$ cat src/rtl/input_link_pkg.sv
// Shared constants, index map and state type for the virtual-input link.
// Code numbers double as bit positions in the mirrored input vector.
package input_link_pkg;

    localparam int NUM_INPUTS   = 22;
    localparam int NUM_BUTTONS  = 4;
    localparam int NUM_SWITCHES = 18;

    localparam int IDX_BUTTON_BASE = 0;
    localparam int IDX_SWITCH_BASE = 4;

    localparam logic [4:0]  CODE_RESYNC   = 5'd31;
    localparam logic [21:0] DEFAULT_STATE = 22'h00000F;

    typedef enum logic [1:0] {
        ST_IDLE,
        ST_SETUP,
        ST_PULSE,
        ST_GAP
    } enc_state_e;

    // code 0 is button3, code 4 is switch17: both groups are bit-reversed
    function automatic logic [NUM_INPUTS-1:0] map_inputs(
        input logic [NUM_BUTTONS-1:0]  btn,
        input logic [NUM_SWITCHES-1:0] sw
    );
        logic [NUM_INPUTS-1:0] v;
        v = '0;
        for (int i = 0; i < NUM_BUTTONS; i++) begin
            v[IDX_BUTTON_BASE + i] = btn[NUM_BUTTONS-1-i];
        end
        for (int j = 0; j < NUM_SWITCHES; j++) begin
            v[IDX_SWITCH_BASE + j] = sw[NUM_SWITCHES-1-j];
        end
        return v;
    endfunction

    function automatic logic [4:0] lowest_index(
        input logic [NUM_INPUTS-1:0] v
    );
        logic [4:0] idx;
        logic       found;
        idx   = '0;
        found = 1'b0;
        for (int i = 0; i < NUM_INPUTS; i++) begin
            if (v[i] && !found) begin
                idx   = 5'(i);
                found = 1'b1;
            end
        end
        return idx;
    endfunction

endpackage

$ cat src/rtl/sync_bits.sv
// Multi-bit flop-chain synchronizer; async reset loads a chosen pattern
// so the chain comes out of reset agreeing with the link's defaults.
module sync_bits #(
    parameter int               WIDTH     = 1,
    parameter int               STAGES    = 2,
    parameter logic [WIDTH-1:0] RESET_VAL = '0
) (
    input  logic             clk,
    input  logic             reset_n,
    input  logic [WIDTH-1:0] d_i,
    output logic [WIDTH-1:0] q_o
);

    logic [WIDTH-1:0] stage_q [STAGES];

    always_ff @(posedge clk or negedge reset_n) begin
        if (!reset_n) begin
            for (int i = 0; i < STAGES; i++) begin
                stage_q[i] <= RESET_VAL;
            end
        end else begin
            stage_q[0] <= d_i;
            for (int i = 1; i < STAGES; i++) begin
                stage_q[i] <= stage_q[i-1];
            end
        end
    end

    assign q_o = stage_q[STAGES-1];

endmodule

$ cat src/rtl/input_encoder.sv
// Serialises button/switch level changes into (number, control) toggle
// commands, tracking a mirror of the far-end decoder's state.
module input_encoder
    import input_link_pkg::*;
#(
    parameter int PULSE_CYCLES = 4,
    parameter int GAP_CYCLES   = 4,
    parameter int SYNC_STAGES  = 2
) (
    input  logic        clk,
    input  logic        reset_n,
    input  logic [3:0]  button,
    input  logic [17:0] switch,
    input  logic        resync_req,
    output logic [4:0]  number,
    output logic        control,
    output logic        busy
);

    localparam int CNT_MAX = (PULSE_CYCLES > GAP_CYCLES) ?
                             PULSE_CYCLES : GAP_CYCLES;
    localparam int CW      = $clog2(CNT_MAX + 1);

    logic [NUM_INPUTS-1:0] in_raw;
    logic [NUM_INPUTS-1:0] in_sync;
    logic [NUM_INPUTS-1:0] diff;

    enc_state_e            state_q, state_d;
    logic [4:0]            number_q, number_d;
    logic                  control_q, control_d;
    logic                  busy_q, busy_d;
    logic                  pend_q, pend_d;
    logic [NUM_INPUTS-1:0] mirror_q, mirror_d;
    logic [CW-1:0]         cnt_q, cnt_d;

    assign in_raw = map_inputs(button, switch);

    sync_bits #(
        .WIDTH     (NUM_INPUTS),
        .STAGES    (SYNC_STAGES),
        .RESET_VAL (DEFAULT_STATE)
    ) u_sync (
        .clk     (clk),
        .reset_n (reset_n),
        .d_i     (in_raw),
        .q_o     (in_sync)
    );

    assign diff = in_sync ^ mirror_q;

    always_comb begin
        state_d   = state_q;
        number_d  = number_q;
        control_d = control_q;
        mirror_d  = mirror_q;
        pend_d    = pend_q;
        cnt_d     = cnt_q;

        if (resync_req) begin
            pend_d = 1'b1;
        end

        unique case (state_q)
            ST_IDLE: begin
                if (pend_q) begin
                    state_d  = ST_SETUP;
                    number_d = CODE_RESYNC;
                end else if (|diff) begin
                    state_d  = ST_SETUP;
                    number_d = lowest_index(diff);
                end
            end
            ST_SETUP: begin
                // the far end acts on the rising edge, so commit here
                state_d   = ST_PULSE;
                control_d = 1'b1;
                cnt_d     = CW'(PULSE_CYCLES - 1);
                if (number_q == CODE_RESYNC) begin
                    mirror_d = DEFAULT_STATE;
                    pend_d   = 1'b0;
                end else if (int'(number_q) < NUM_INPUTS) begin
                    mirror_d[number_q] = ~mirror_q[number_q];
                end
            end
            ST_PULSE: begin
                if (cnt_q == '0) begin
                    state_d   = ST_GAP;
                    control_d = 1'b0;
                    cnt_d     = CW'(GAP_CYCLES - 1);
                end else begin
                    cnt_d = cnt_q - 1'b1;
                end
            end
            ST_GAP: begin
                if (cnt_q == '0) begin
                    state_d = ST_IDLE;
                end else begin
                    cnt_d = cnt_q - 1'b1;
                end
            end
            default: begin
                state_d   = ST_IDLE;
                control_d = 1'b0;
            end
        endcase

        busy_d = (state_d != ST_IDLE)
               | (|(in_sync ^ mirror_d))
               | pend_d;
    end

    always_ff @(posedge clk or negedge reset_n) begin
        if (!reset_n) begin
            state_q   <= ST_IDLE;
            number_q  <= CODE_RESYNC;
            control_q <= 1'b0;
            busy_q    <= 1'b1;
            pend_q    <= 1'b1;
            mirror_q  <= DEFAULT_STATE;
            cnt_q     <= '0;
        end else begin
            state_q   <= state_d;
            number_q  <= number_d;
            control_q <= control_d;
            busy_q    <= busy_d;
            pend_q    <= pend_d;
            mirror_q  <= mirror_d;
            cnt_q     <= cnt_d;
        end
    end

    assign number  = number_q;
    assign control = control_q;
    assign busy    = busy_q;

endmodule

$ cat config.mk
export PLATFORM = sky130hd
export DESIGN_NAME = input_encoder
export DESIGN_NICKNAME = d
export VERILOG_FILES = /design/src/rtl/input_link_pkg.sv /design/src/rtl/sync_bits.sv /design/src/rtl/input_encoder.sv
export SDC_FILE = /design/constraint.sdc
export NUM_CORES = 1
export LEC_CHECK = 0
export ABC_AREA = 1
export CAP_MARGIN = 5
export CORE_MARGIN = 5
export CORE_UTILIZATION = 40
export DETAILED_ROUTE_END_ITERATION = 10
export GPL_ROUTABILITY_DRIVEN = 0
export PLACE_DENSITY_LB_ADDON = 0.08
export SYNTH_ARGS = -nofsm -noshare
export SYNTH_HDL_FRONTEND = slang
export SYNTH_SLANG_ARGS = --single-unit
$ cat constraint.sdc
create_clock -name clk -period 1.9 [get_ports clk]
set_input_delay 0.57 -clock clk [delete_from_list [all_inputs] [get_ports clk]]
set_output_delay 0.57 -clock clk [all_outputs]
set_load 0.05 [all_outputs]
# Word level (Yosys, flattened, before mapping)
# Index checks and enable logic that the tools add are counted.
# totals
reg_bits,79
in_bits,25
out_inout_bits,7
elab_cells,206
# classes
addsub,1
order_cmp,3
n_eq_ne,6
n_mux,128
bitwise,5
n_reduce_logical,54
# ops
cell,count
$mux 5,22
$mux 1,91
$mux 22,3
$reduce_or 22->1,2
$xor 22x22->22,2
$bwmux 22,1
$logic_and 1x1->1,22
$logic_not 1->1,21
$pmux 3 s3,1
$mux 2,4
$pmux 2 s4,1
$lt 5x6->1 const B,1
$mux 3,2
$reduce_and 2->1,3
$reduce_bool 2->1,3
$bmux 1 s5,1
$demux 1 s5,1
$eq 5x5->1 const B,1
$ge 5x1->1 const B,1
$lt 5x5->1 const B,1
$eq 2x2->1 const B,2
$ne 2x2->1 const B,2
$logic_not 3->1,1
$reduce_bool 3->1,1
6 further kinds,7

# Longest topological paths before layout
# depth
ltp_word,130
depth_mapped,19

# Cells and area by module
# Synthesis repeated with hierarchy kept, for this count alone.
# unflattened
cells_unflattened,587
area_unflattened_um2,4339.2
# modules_own_cells
module,n_inst,cells_each,area_per_inst_um2,seq_area_each_um2
input_encoder,1,521,3062.9,889.6
sync_bits,1,66,1276.2,1111.1

# Least setup slack after synthesis
# OpenSTA, ideal clock, no wires.
# synth_timing
kind,register -> register
startpoint,"reg number_q[1], in the netlist number[1]"
endpoint,"reg busy_q, in the netlist busy"
setup_time_ns,0.083
t_arrival_ns,2.080
required_ns,1.817
slack_ns,-0.264
path_stages_with_launch,13
path_buffers,2
path_cell_list,dfstp_2 > clkbuf_8 > nand2_2 > nor2_1 > a31oi_2 > clkbuf_2 > nand3_1 > o21ai_0 > xor2_1 > nor2_1 > nand2_1 > nor2_1 > nand3_1
# synth_between
elab_chain_cells,12
elab_cells_between_ends,20
# synth_lines
item,line_no,rtl
"start, declared",input_encoder.sv:29,"logic [4:0] number_q, number_d;"
"start signal, assigned",input_encoder.sv:123,number_q <= number_d;
$lt 5x6->1 (not written as such) / $ge 5x1->1 (equally long branches),input_encoder.sv:82,mirror_d[number_q] = ~mirror_q[number_q];
$logic_and 1x1->1 (not written as such),input_encoder.sv:82,
$mux 1 (not written as such),input_encoder.sv:82,
$demux 1 s5,input_encoder.sv:82,
$bwmux 22,input_encoder.sv:82,
$mux 22,input_encoder.sv:81,end else if (int'(number_q) < NUM_INPUTS) begin
$mux 22 (*),input_encoder.sv:78,if (number_q == CODE_RESYNC) begin
$mux 22 (*),input_encoder.sv:63,unique case (state_q)
named net mirror_d[20],input_encoder.sv:33,"logic [NUM_INPUTS-1:0] mirror_q, mirror_d;"
$xor 22x22->22 (*),input_encoder.sv:108,| (|(in_sync ^ mirror_d))
$reduce_or 22->1 (*),input_encoder.sv:108,
$or 1x1->1 (*),input_encoder.sv:108,
$or 1x1->1 (*),input_encoder.sv:109,| pend_d;
named net busy_d,input_encoder.sv:31,"logic busy_q, busy_d;"
"end signal, assigned",input_encoder.sv:125,busy_q <= busy_d;
"end, declared",input_encoder.sv:31,
# The timed path passes the listed nets; every way through them passes the cells marked *. The select of a mux whose other input is x is not followed.
# A chain may end at the register's enable or synchronous reset.

# Worst setup path in the final report
# layout_timing
startpoint,"reg number_q[0], in the netlist number[0]"
endpoint,"reg busy_q, in the netlist busy"
# Same word-level chain as after synthesis.

==> flow_summary.yaml <==
routing:
  viasPerCell: 4.70
  post_drt_wl_per_cell_um: 13.9
  ant_nets: 0
  route.final.wire_length_mm: 12.0
  dr.first_iter.drc_count: 236
  detailedRoute.firstPassIterationCount: 4
  detail_route.drc_violations: 0
  detailroute.via_count: 4060
floorplanning:
  boundaryPins: 32
  std_cell_rows: 38
  initial_utilization: 0.404
  floorplan.die.height_um: 114
  core_area_um2: 10700
  die_w_um: 114
  design.die.area_um2: 13000
synth:
  yosys.area_share.adder: 0.00579
  postSynth.asyncResetShare: 1.00
  synth.net_count: 603
  ys_seq_area_frac: 0.463
  synth.ff_latch_count: 79
  synth.avg_cell_area_um2: 7.50
  synthesis.instances: 576
  synthesis.yosys.warnings: 0
  postSynth.topFlopCell: "sky130_fd_sc_hd__dfrtp_1"
  synth_edf_count: 0
  synth.lib_cells_used.distinct: 38
  synthSimpleGateAreaFrac: 0.341
  synth_xor_area_frac: 0.0487
  synth_compound_area_frac: 0.0504
  synthMuxAreaShare: 0
  dominant_combinational_cell_family_by_area_after_synthesis: "simple AND/OR/NAND/NOR gates"
  post_synth_instance_area_um2: 4320
timing:
  max_slew_headroom: 0.703
  final.setup.tns_ns: -1.65
  finalWorstSetupSlack_ns: -0.453
  final_hold_viol_count: 0
  layout_min_cycle_time_ns: 2.35
  timing.final.setup_violations: 12
  grt_setup_unrepaired: "yes"
  fmaxAchievable_mhz: 425
  fin_crit_sh: 1.24
  worst-slew-pin-transition_ns: 0.442
  finClkSkew_ns: 0.0143
  finalMaxSlewViolations: 0
final_layout:
  cell_area_after_layout_um2: 6270
  areaGrowthSynthToFinish_pct: 45.2
  design.final.nets: 745
  layout_common_cells: "sky130_fd_sc_hd__nand2_1 (135), sky130_fd_sc_hd__buf_4 (86), sky130_fd_sc_hd__inv_1 (77), sky130_fd_sc_hd__dfrtp_1 (60), sky130_fd_sc_hd__nor2_1 (58)"
  drive_gt1_frac: 0.373
  antenna-diode-count: 0
  layout.core_utilization: 0.586
  mostFrequentLayoutCell: "sky130_fd_sc_hd__nand2_1"
job:
  max_cap_viol_count: 0
run_status:
  status: "complete, but fails checks"
  violations: "setup timing"
clocking:
  sinks_on_clock_net: 79
  cts_tree: "yes"
  worst_skew_pair.late_latency_ns: 0.38
  clk_pin_slew_worst_paths_ns: 0.09
  ctsHtreeMaxLevel: 3
  ctsRootBufferMaster: "sky130_fd_sc_hd__clkbuf_8"
  clock_tree.buffer_depth: 2
  cts-buffers-inserted: 9
setup_path:
  worst_r2r_dst: "busy$_DFF_PN1_"
  r2r-start: "number[0]$_DFFE_PN1P_"
  worst-setup-path-type: "flip-flop to flip-flop"
  crit_fanout: 8
  r2r_setup_slack_ns: -0.45
  worst_setup_path_end_kind: "flip-flop"
  start_kind: "flip-flop"
  ff2ff_path_depth: 19
  origin_of_the_worst_setup_path: "number[0]$_DFFE_PN1P_"
  worst-endpoint-required_ns: 2.21
  cp_data_arrival_time_ns: 2.67
power_and_ir_drop:
  comb_power_share: 0.403
  power_frac_clock: 0.216
  p_sw_mw: 2.03
  p_total_mw: 5.44
  p_per_area_nw_per_um2: 867
  power.internal_mw: 3.41
  sw_frac_of_total: 0.372
  worst_ir_drop_vdd_mv: 0.642
  power_frac_seq: 0.380
  p_leak_nw: 3.15
global_route:
  total_track_usage: 0.194
  grt_remaining_overflow: 0
  grt_start_max_net_pins: 80
  number_of_global_route_vias_before_repair: 3917
  grt_pass1_wl_mm: 19.2
  antenna_found_initial: 0
place:
  dpl_cell_area_um2: 5490
  io_buffer_count: 31
  detailedPlace.worstSlack_ns: -0.615
  hpwl_mm: 8.79
min_path:
  hold_path.class: "input port to asynchronous set/reset pin"
## how the worst max path moves through the flow
| stage | endpoint | slack [ns] | cells past startpoint |
|---|---|---|---|
| floorplan | busy$_DFF_PN1_ | -0.22 | 17 |
| global placement | busy$_DFF_PN1_ | -0.57 | 18 |
| detailed placement | busy$_DFF_PN1_ | -0.61 | 18 |
| CTS | busy$_DFF_PN1_ | -0.44 | 18 |
| global route | busy$_DFF_PN1_ | -0.59 | 20 |
| finish | busy$_DFF_PN1_ | -0.45 | 19 |
## cell type report
class                   instances  area (um2)
multi-input cells             405        2300
fillers                       994        4430
repair buffers                137        1270
clock inverters                 6        45.0
clock buffers                  10         138
repair inverters                1        6.26
flip-flops and latches         79        2010
well taps                     140         175
inverters                      85         329
## synth_stat cells (2+ instances only)
cell type	number	area (um2)
sky130_fd_sc_hd__nand2_1	182	683
sky130_fd_sc_hd__inv_1	83	312
sky130_fd_sc_hd__nor2_1	76	285
sky130_fd_sc_hd__dfrtp_1	60	1500
sky130_fd_sc_hd__nand3_1	37	185
sky130_fd_sc_hd__o21ai_0	24	120
sky130_fd_sc_hd__xnor2_1	20	175
sky130_fd_sc_hd__dfstp_2	19	499
sky130_fd_sc_hd__nand2_2	17	106
sky130_fd_sc_hd__nand4_1	8	50.1
sky130_fd_sc_hd__nor3_1	7	35.0
sky130_fd_sc_hd__nand3b_1	4	30.0
sky130_fd_sc_hd__xor2_1	4	35.0
sky130_fd_sc_hd__nor2_2	3	18.8
sky130_fd_sc_hd__and2_1	2	12.5
sky130_fd_sc_hd__buf_6	2	22.5
sky130_fd_sc_hd__clkbuf_8	2	27.5
sky130_fd_sc_hd__ha_1	2	25.0
sky130_fd_sc_hd__inv_2	2	7.51
sky130_fd_sc_hd__nand3_2	2	20.0
sky130_fd_sc_hd__nor2_4	2	22.5
sky130_fd_sc_hd__o22ai_1	2	12.5
## cells by family after synthesis
group / Yosys count
AND/OR/NAND/NOR: 343
flip-flops: 79
buffers and inverters: 92
XOR/XNOR: 24
AO/OA/AOI/OAI: 36
adder cells (fa/ha/maj): 2
## metrics by stage
stage | hold WS, ns | std cells
final | 0.176 | 863
after global routing | 0.216 | 863
after CTS | 0.197 | 852
after detailed placement | 0.335 | 828
after global placement | 0.332 | 828
after floorplan | 0.274 | 576
## per-layer routing
layer  vias to the layer above  share of wire  track usage
met4                         0          0.016       0.0530
met1                      1924           0.44        0.253
met2                        73           0.50        0.318
li1                       2050              -            -
met3                        13          0.051       0.0557
met5                         -              0            0
## power groups by stage
stage / Combinational [mW] / Sequential, mW / Clock (mW)
finish: 2.19 / 2.07 / 1.18
global route: 2.37 / 2.09 / 1.32
CTS: 2.01 / 2.06 / 1.25
floorplan: 0.827 / 2.21 / 0
global placement: 1.87 / 2.08 / 0
detailed placement: 1.89 / 2.09 / 0
## timing repair
item | 4_1_cts | 5_1_grt
gates cloned | 0 | 1
pin swaps | 18 | 46
endpoints found under the setup margin | 20 | 26
gates resized for setup | 39 | 94
buffers inserted | 9 | 11
hold buffers | 0 | 0
## registers in the layout, summed over array words and instances (netlist names)
| signal | flops |
|---|---|
| busy | 1 |
| cnt_q | 3 |
| control | 1 |
| mirror_q | 22 |
| number | 5 |
| pend_q | 1 |
| state_q | 2 |
| u_sync.q_o | 22 |
| u_sync.stage_q | 22 |
## worst max-delay path: stages, from the launching register on
cell	delay [ns]
sky130_fd_sc_hd__dfstp_4	0.72
sky130_fd_sc_hd__buf_12	0.14
sky130_fd_sc_hd__nand2_4	0.04
sky130_fd_sc_hd__nand2_2	0.07
sky130_fd_sc_hd__nand2_2	0.05
sky130_fd_sc_hd__nand2_1	0.07
sky130_fd_sc_hd__nand2_1	0.06
sky130_fd_sc_hd__nand2_2	0.09
sky130_fd_sc_hd__nor2_4	0.05
sky130_fd_sc_hd__nand2_4	0.09
sky130_fd_sc_hd__buf_8	0.15
sky130_fd_sc_hd__nand2_4	0.05
sky130_fd_sc_hd__nand2_2	0.07
sky130_fd_sc_hd__nand2_2	0.06
sky130_fd_sc_hd__nand2_1	0.07
sky130_fd_sc_hd__nand2_2	0.07
sky130_fd_sc_hd__nor2_4	0.11
sky130_fd_sc_hd__nand2_1	0.09
sky130_fd_sc_hd__nor2_4	0.15
sky130_fd_sc_hd__nand3_1	0.09
(Power assumes the default switching activity.)
